==> config.mk <==
export PLATFORM = sky130hd
export DESIGN_NAME = biquad_mac_sched
export DESIGN_NICKNAME = d
export VERILOG_FILES = /design/src/rtl/biquad_pkg.sv /design/src/rtl/biquad_coef_bank.sv /design/src/rtl/biquad_mac_sched.sv
export SDC_FILE = /design/constraint.sdc
export NUM_CORES = 1
export LEC_CHECK = 0
export CORE_MARGIN = 2
export CORE_UTILIZATION = 61
export CTS_CLUSTER_SIZE = 10
export DETAILED_ROUTE_END_ITERATION = 12
export PLACE_DENSITY = 0.82
export SYNTH_ARGS = -nofsm -noshare
export SYNTH_HDL_FRONTEND = slang
export SYNTH_SLANG_ARGS = --single-unit
==> constraint.sdc <==
create_clock -name ic_clk -period 4.5 [get_ports ic_clk]
set_input_delay 0.9 -clock ic_clk [delete_from_list [all_inputs] [get_ports ic_clk]]
set_output_delay 0.9 -clock ic_clk [all_outputs]
set_load 0.02 [all_outputs]
==> src/rtl/biquad_pkg.sv <==
// biquad_pkg: scheduler state encoding, biquad tap indices and
// the passthrough coefficient reset value shared by the cascade files.
package biquad_pkg;

    typedef enum logic [2:0] {
        S_IDLE,
        S_CLR,
        S_MAC,
        S_WAIT,
        S_WB,
        S_OUT
    } state_e;

    localparam logic [2:0] TAP_B0 = 3'd0;
    localparam logic [2:0] TAP_B1 = 3'd1;
    localparam logic [2:0] TAP_B2 = 3'd2;
    localparam logic [2:0] TAP_A1 = 3'd3;
    localparam logic [2:0] TAP_A2 = 3'd4;
    localparam int         NTAP   = 5;

    // B0 = 1.0 in Q(.frac), every other tap zero: each section is a wire
    function automatic longint coef_reset(input int tap, input int frac);
        return (tap == int'(TAP_B0)) ? (longint'(1) << frac) : longint'(0);
    endfunction

endpackage

==> src/rtl/biquad_coef_bank.sv <==
// biquad_coef_bank: NTAP*NSEC coefficient registers, gated write port,
// combinational read addressed by (section, tap).
module biquad_coef_bank
    import biquad_pkg::*;
#(
    parameter int Wc   = 18,
    parameter int FRAC = 16,
    parameter int NSEC = 4,
    parameter int AW   = $clog2(NTAP * NSEC),
    parameter int SW   = (NSEC > 1) ? $clog2(NSEC) : 1
) (
    input  logic                 clk_i,
    input  logic                 rst_ni,
    input  logic                 we_i,
    input  logic [AW-1:0]        waddr_i,
    input  logic signed [Wc-1:0] wdata_i,
    input  logic [SW-1:0]        rd_sec_i,
    input  logic [2:0]           rd_tap_i,
    output logic signed [Wc-1:0] rd_data_o
);

    localparam int N = NTAP * NSEC;

    logic signed [Wc-1:0] mem_q [N];
    logic [AW:0]          rd_idx;

    assign rd_idx    = (AW+1)'(int'(rd_sec_i) * NTAP + int'(rd_tap_i));
    assign rd_data_o = (rd_idx < (AW+1)'(N)) ? mem_q[rd_idx[AW-1:0]] : '0;

    always_ff @(posedge clk_i or negedge rst_ni) begin
        if (!rst_ni) begin
            for (int i = 0; i < N; i++) begin
                mem_q[i] <= Wc'(coef_reset(i % NTAP, FRAC));
            end
        end else if (we_i && (int'(waddr_i) < N)) begin
            mem_q[waddr_i] <= wdata_i;
        end
    end

endmodule

==> src/rtl/biquad_mac_sched.sv <==
// biquad_mac_sched: runs an NSEC-section DF-I biquad cascade on one shared
// external MULT_ACC. Define BIQUAD_SAT_EN to saturate section outputs.
module biquad_mac_sched
    import biquad_pkg::*;
#(
    parameter int Win  = 24,
    parameter int Wc   = 18,
    parameter int Wout = 48,
    parameter int FRAC = 16,
    parameter int NSEC = 4
) (
    input  logic                          ic_clk,
    input  logic                          ic_rst_n,
    input  logic signed [Win-1:0]         id_din,
    input  logic                          ic_din_valid,
    output logic                          oc_din_ready,
    output logic signed [Win-1:0]         od_dout,
    output logic                          oc_dout_valid,
    input  logic                          ic_coef_we,
    input  logic [$clog2(5*NSEC)-1:0]     id_coef_addr,
    input  logic signed [Wc-1:0]          id_coef_wdata,
    output logic                          oc_busy,
    output logic signed [Win-1:0]         od_mac_din,
    output logic signed [Wc-1:0]          od_mac_coef,
    output logic                          oc_mac_ce,
    output logic                          oc_mac_rst,
    output logic                          oc_mac_neg,
    input  logic signed [Wout-1:0]        id_mac_dout
);

    localparam int AW = $clog2(5 * NSEC);
    localparam int SW = (NSEC > 1) ? $clog2(NSEC) : 1;

    state_e                st_q;
    logic [SW-1:0]         s_q;
    logic [2:0]            k_q;
    logic signed [Win-1:0] x_q;
    logic signed [Win-1:0] x1_q [NSEC];
    logic signed [Win-1:0] x2_q [NSEC];
    logic signed [Win-1:0] y1_q [NSEC];
    logic signed [Win-1:0] y2_q [NSEC];
    logic signed [Wout-1:0] acc_q;
    logic signed [Win-1:0] dout_q;
    logic                  valid_q;
    logic                  ce_q, rst_q, neg_q;
    logic signed [Win-1:0] mdin_q;
    logic signed [Wc-1:0]  mcoef_q;

    logic [2:0]             k_nxt;
    logic signed [Wc-1:0]   coef_rd;
    logic signed [Win-1:0]  opnd;
    logic signed [Wout-1:0] sh;
    logic signed [Win-1:0]  y_w;
    logic                   unused_sh;

    // operands are registered, so look up the tap the MAC uses next cycle
    assign k_nxt = (st_q == S_MAC) ? k_q + 3'd1 : TAP_B0;

    biquad_coef_bank #(
        .Wc   (Wc),
        .FRAC (FRAC),
        .NSEC (NSEC),
        .AW   (AW),
        .SW   (SW)
    ) u_bank (
        .clk_i     (ic_clk),
        .rst_ni    (ic_rst_n),
        .we_i      (ic_coef_we && (st_q == S_IDLE)),
        .waddr_i   (id_coef_addr),
        .wdata_i   (id_coef_wdata),
        .rd_sec_i  (s_q),
        .rd_tap_i  (k_nxt),
        .rd_data_o (coef_rd)
    );

    always_comb begin
        opnd = '0;
        case (k_nxt)
            TAP_B0:  opnd = x_q;
            TAP_B1:  opnd = x1_q[s_q];
            TAP_B2:  opnd = x2_q[s_q];
            TAP_A1:  opnd = y1_q[s_q];
            TAP_A2:  opnd = y2_q[s_q];
            default: opnd = '0;
        endcase
    end

    assign sh        = acc_q >>> FRAC;
    assign unused_sh = ^sh[Wout-1:Win];

`ifdef BIQUAD_SAT_EN
    localparam logic signed [Wout-1:0] YMAX =
        Wout'((longint'(1) <<< (Win - 1)) - 1);
    localparam logic signed [Wout-1:0] YMIN =
        Wout'(-(longint'(1) <<< (Win - 1)));

    always_comb begin
        if (sh > YMAX)      y_w = YMAX[Win-1:0];
        else if (sh < YMIN) y_w = YMIN[Win-1:0];
        else                y_w = sh[Win-1:0];
    end
`else
    assign y_w = sh[Win-1:0];
`endif

    always_ff @(posedge ic_clk or negedge ic_rst_n) begin
        if (!ic_rst_n) begin
            st_q    <= S_IDLE;
            s_q     <= '0;
            k_q     <= '0;
            x_q     <= '0;
            acc_q   <= '0;
            dout_q  <= '0;
            valid_q <= 1'b0;
            ce_q    <= 1'b0;
            rst_q   <= 1'b0;
            neg_q   <= 1'b0;
            mdin_q  <= '0;
            mcoef_q <= '0;
            for (int i = 0; i < NSEC; i++) begin
                x1_q[i] <= '0;
                x2_q[i] <= '0;
                y1_q[i] <= '0;
                y2_q[i] <= '0;
            end
        end else begin
            ce_q    <= 1'b0;
            rst_q   <= 1'b0;
            neg_q   <= 1'b0;
            valid_q <= 1'b0;
            mdin_q  <= '0;
            mcoef_q <= '0;
            unique case (st_q)
                S_IDLE: begin
                    if (ic_din_valid) begin
                        x_q   <= id_din;
                        s_q   <= '0;
                        rst_q <= 1'b1;
                        st_q  <= S_CLR;
                    end
                end
                S_CLR: begin
                    k_q     <= TAP_B0;
                    ce_q    <= 1'b1;
                    mdin_q  <= opnd;
                    mcoef_q <= coef_rd;
                    st_q    <= S_MAC;
                end
                S_MAC: begin
                    if (k_q == TAP_A2) begin
                        st_q <= S_WAIT;
                    end else begin
                        k_q     <= k_nxt;
                        ce_q    <= 1'b1;
                        neg_q   <= (k_nxt >= TAP_A1);
                        mdin_q  <= opnd;
                        mcoef_q <= coef_rd;
                    end
                end
                S_WAIT: begin
                    acc_q <= id_mac_dout;
                    st_q  <= S_WB;
                end
                S_WB: begin
                    x2_q[s_q] <= x1_q[s_q];
                    x1_q[s_q] <= x_q;
                    y2_q[s_q] <= y1_q[s_q];
                    y1_q[s_q] <= y_w;
                    x_q       <= y_w;
                    if (s_q == SW'(NSEC - 1)) begin
                        dout_q  <= y_w;
                        valid_q <= 1'b1;
                        st_q    <= S_OUT;
                    end else begin
                        s_q   <= s_q + SW'(1);
                        rst_q <= 1'b1;
                        st_q  <= S_CLR;
                    end
                end
                S_OUT: begin
                    st_q <= S_IDLE;
                end
                default: begin
                    st_q <= S_IDLE;
                end
            endcase
        end
    end

    assign oc_din_ready  = (st_q == S_IDLE);
    assign oc_busy       = (st_q != S_IDLE);
    assign od_dout       = dout_q;
    assign oc_dout_valid = valid_q;
    assign oc_mac_ce     = ce_q;
    assign oc_mac_rst    = rst_q;
    assign oc_mac_neg    = neg_q;
    assign od_mac_din    = mdin_q;
    assign od_mac_coef   = mcoef_q;

endmodule

==> flow_results.xml <==
<?xml version="1.0" encoding="UTF-8"?>
<metrics>
  <group name="status">
    <metric name="outcome" unit="">complete, no violations</metric>
  </group>
  <group name="global_route">
    <metric name="pin_count_of_the_biggest_net_entering_global_routing" unit="">99</metric>
    <metric name="number_of_antenna_violations_at_the_first_check_in_global_routing" unit="">0</metric>
    <metric name="groute.usage.overall" unit="%">29.2</metric>
    <metric name="grt_pass1_vias" unit="">24500</metric>
    <metric name="overflow" unit="">0</metric>
    <metric name="grt_pass1_wl" unit="microns">143000</metric>
  </group>
  <group name="final_layout">
    <metric name="proportion_of_layout_cells_with_a_drive_suffix_above_1" unit="%">40.2</metric>
    <metric name="final_non_filler_cell_area" unit="sq um">42500</metric>
    <metric name="fill_cells" unit="">3944</metric>
    <metric name="diodes" unit="">0</metric>
    <metric name="final-seq-area" unit="sq um">21200</metric>
    <metric name="area.growth.synth_to_final" unit="%">12.7</metric>
    <metric name="fin_cells" unit="">3424</metric>
    <metric name="nets" unit="">2722</metric>
    <metric name="final_util" unit="%">69.2</metric>
    <metric name="multi_input_comb_area" unit="sq um">15500</metric>
  </group>
  <group name="floorplanning">
    <metric name="fp.dieH" unit="microns">253</metric>
    <metric name="initial_utilization" unit="%">61.4</metric>
    <metric name="ioPinCount" unit="">171</metric>
    <metric name="placement_rows" unit="">91</metric>
    <metric name="chip_width" unit="microns">253</metric>
    <metric name="dieArea" unit="sq um">63800</metric>
    <metric name="core_outline_area" unit="sq um">61400</metric>
  </group>
  <group name="yosys">
    <metric name="synth_top_flop_cell" unit="">dfrtp_1</metric>
    <metric name="yosys_warnings" unit="">0</metric>
    <metric name="synth_fp_nets" unit="">2632</metric>
    <metric name="synthDistinctLibCells" unit="">53</metric>
    <metric name="ys_ff_latch" unit="">846</metric>
    <metric name="ys_seq_area_share" unit="%">56.2</metric>
    <metric name="avgSynthCellArea" unit="sq um">14.9</metric>
    <metric name="synth-edff-count" unit="">0</metric>
    <metric name="async_flop_share" unit="%">100</metric>
    <metric name="synth_cells" unit="">2524</metric>
    <metric name="post_synth_instance_area" unit="sq um">37700</metric>
  </group>
  <group name="sta">
    <metric name="min_period" unit="ns">3.83</metric>
    <metric name="tightestPinTransition" unit="ns">1.08</metric>
    <metric name="timing.final.setup_violations" unit="">0</metric>
    <metric name="final_min_period_over_clock_period" unit="%">85.1</metric>
    <metric name="slew-limit-headroom" unit="%">27.8</metric>
    <metric name="drv_slew" unit="">0</metric>
    <metric name="timing_hold_violations_final" unit="">0</metric>
    <metric name="rsz0062_at_grt" unit="">false</metric>
    <metric name="fin_tns_setup" unit="ns">0</metric>
    <metric name="setup_clock_skew_after_layout" unit="ns">0.0213</metric>
    <metric name="fmaxAchievable" unit="GHz">0.261</metric>
  </group>
  <group name="drt">
    <metric name="detail_route.wirelength" unit="microns">90900</metric>
    <metric name="drt_pass1_iterations" unit="">5</metric>
    <metric name="vias_per_cell" unit="">6.56</metric>
    <metric name="drc_errors" unit="">0</metric>
    <metric name="drt.antenna.violating_nets" unit="">0</metric>
    <metric name="avgRoutedWirePerCell" unit="microns">26.5</metric>
    <metric name="detail_route.iter0.violations" unit="">1772</metric>
    <metric name="vias" unit="">22500</metric>
  </group>
  <group name="min_path">
    <metric name="hold_path.class" unit="">primary input to async pin</metric>
  </group>
  <group name="pwr">
    <metric name="power.ir.vdd_worst" unit="mV">0.461</metric>
    <metric name="total_leakage_power" unit="nW">20.1</metric>
    <metric name="power.internal" unit="mW">18.1</metric>
    <metric name="power.sequential.fraction" unit="%">42.5</metric>
    <metric name="p_total" unit="mW">27.0</metric>
    <metric name="p_switching" unit="mW">8.92</metric>
    <metric name="pwr_density_cell" unit="nW/um^2">635</metric>
    <metric name="power_frac_comb" unit="%">32.6</metric>
    <metric name="power_frac_clock" unit="%">24.9</metric>
    <metric name="sw_share" unit="%">33.1</metric>
  </group>
  <group name="clock_tree">
    <metric name="post_cts_hold_buffer_count" unit="">0</metric>
    <metric name="worstSkewPairLatency" unit="ns">0.64</metric>
    <metric name="cts_made_buffers" unit="">95</metric>
    <metric name="cts_num_sinks" unit="">846</metric>
    <metric name="cts_root_buf" unit="">clkbuf_16</metric>
    <metric name="buffer_levels_on_the_longest_clock_path" unit="">3</metric>
    <metric name="post_cts_setup_buffer_count" unit="">0</metric>
    <metric name="worst_setup_hold_path_clk_slew" unit="ns">0.05</metric>
    <metric name="number_of_resized_instances_in_the_post_cts_repair_step" unit="">0</metric>
    <metric name="cts-htree-levels" unit="">3</metric>
    <metric name="clock_tree_from_tritoncts" unit="">built</metric>
  </group>
  <group name="job">
    <metric name="max_cap_viol_count" unit="">0</metric>
  </group>
  <group name="critical_path">
    <metric name="crit_path_top_delay_cell" unit="">fa_1</metric>
    <metric name="arrival" unit="ns">4.33</metric>
    <metric name="critical_path.startpoint_type" unit="">flip-flop</metric>
    <metric name="critPathCaptureType" unit="">flip-flop</metric>
    <metric name="setup.worst_path.class" unit="">flip-flop to flip-flop</metric>
    <metric name="cp_slowest_stage_delay" unit="ns">0.97</metric>
    <metric name="cp.required" unit="ns">5.00</metric>
    <metric name="critical_path.cell_chain" unit="">nor3b_1, and2_1, inv_1, fa_1, nand2b_1, buf_4, o22ai_1, o21ai_0, nand3_1</metric>
    <metric name="critical_path.max_fanout" unit="">36</metric>
  </group>
  <group name="place">
    <metric name="place_inst" unit="">3307</metric>
    <metric name="dp_hpwl" unit="microns">53300</metric>
    <metric name="routabilityCongestion" unit="">0.782</metric>
    <metric name="postPlaceCellArea" unit="sq um">39900</metric>
    <metric name="io_buffer_count" unit="">146</metric>
  </group>
</metrics>
-- sequential cells by signal (all words and copies together), names as in the netlist, 18 cells and up --
name / flops
od_mac_coef: 18
y2_q: 96
x_q: 24
od_mac_din: 24
x2_q: 96
y1_q: 96
x1_q: 96
acc_q: 24
u_bank.mem_q: 360
-- final timing paths --
kind	startpoint	end	slack (ns)	depth (start not counted)
setup / recovery	st_q[2]	od_mac_coef[13]	0.67	9
max in group asynchronous	ic_rst_n	u_bank.mem_q[178]	3.02	2
hold / removal	ic_rst_n	x2_q[10]	0.29	1
min in group ic_clk	u_bank.mem_q[315]	u_bank.mem_q[315]	0.49	1
hold reg to reg	u_bank.mem_q[315]	u_bank.mem_q[315]	0.49	1
setup reg to reg	st_q[2]	od_mac_coef[13]	0.67	9
-- Yosys cell counts (all sizes together), types with 9 or more instances --
cell type	n	share of area [%]
and2	9	0.15
a22oi	14	0.28
mux4	114	6.8
dfrtp	842	56
mux2	769	23
and3	14	0.23
a21oi	36	0.48
a22o	10	0.23
buf	97	1.5
o21ai	67	0.89
nand2	63	0.71
o22ai	72	1.2
a221oi	13	0.30
mux2i	170	4.5
a211oi	10	0.20
nor2	22	0.26
nand3	21	0.33
clkbuf	119	1.2
-- placed cells by master (no fill, tap or decap), types with 44 or more instances in the layout --
cell type	n
o22ai_1	72
clkbuf_16	98
nand2_1	57
mux2_2	719
o21ai_0	64
clkdlybuf4s50_1	145
dfrtp_1	840
mux2i_1	170
mux4_2	114
buf_4	44
-- area by class of cell --
class / count / share of cell area (%)
timing repair buffer: 209 / 5.13
clock inverter: 4 / 0.121
tap: 790 / 2.33
inverter: 8 / 0.0707
multi-input combinational: 1454 / 36.6
sequential: 846 / 49.9
clock buffer: 113 / 5.91
-- worst max-delay path: cells and delay by family (launching register included) --
kind / cells / cell delay [ns]
and+or+nand+nor: 4 / 1.16
adders and majority gates: 1 / 0.97
buffers and inverters: 2 / 0.67
DFF: 1 / 0.47
AOI/OAI and AO/OA: 2 / 0.41
-- metal layers --
layer  up-vias  GRT usage (%)  wire (microns)
met5         -              0               0
met4         0           9.79            2540
met3       177           4.41            5070
met2       738           47.5           44600
met1     12100           40.7           38700
li1       9401              -               -
-- cell families after synthesis --
logic type | Yosys count | share of synthesized area, %
and+or+nand+nor | 159 | 2.40
adders and majority gates | 9 | 0.319
buffers and inverters | 224 | 2.79
DFF | 846 | 56.2
muxes | 1053 | 34.5
AOI/OAI and AO/OA | 229 | 3.71
xor gates and xnor gates | 4 | 0.0930
-- power groups by stage --
stage	Clock, mW	Combinational [mW]	Sequential (mW)
after floorplan	0	6.20	11.0
after global placement	0	8.40	11.3
after detailed placement	0	8.71	11.5
after CTS	6.80	8.76	11.4
after global routing	7.12	9.33	11.7
final	6.70	8.80	11.5
-- stage by stage --
step	hold WS (ns)	setup WS, ns
2_1_floorplan	0.464	1.09
3_3_place_gp	0.473	0.945
3_5_place_dp	0.481	0.850
4_1_cts	0.333	0.783
5_1_grt	0.369	0.549
6_report	0.292	0.669
Power figures use the tool's default switching activity.
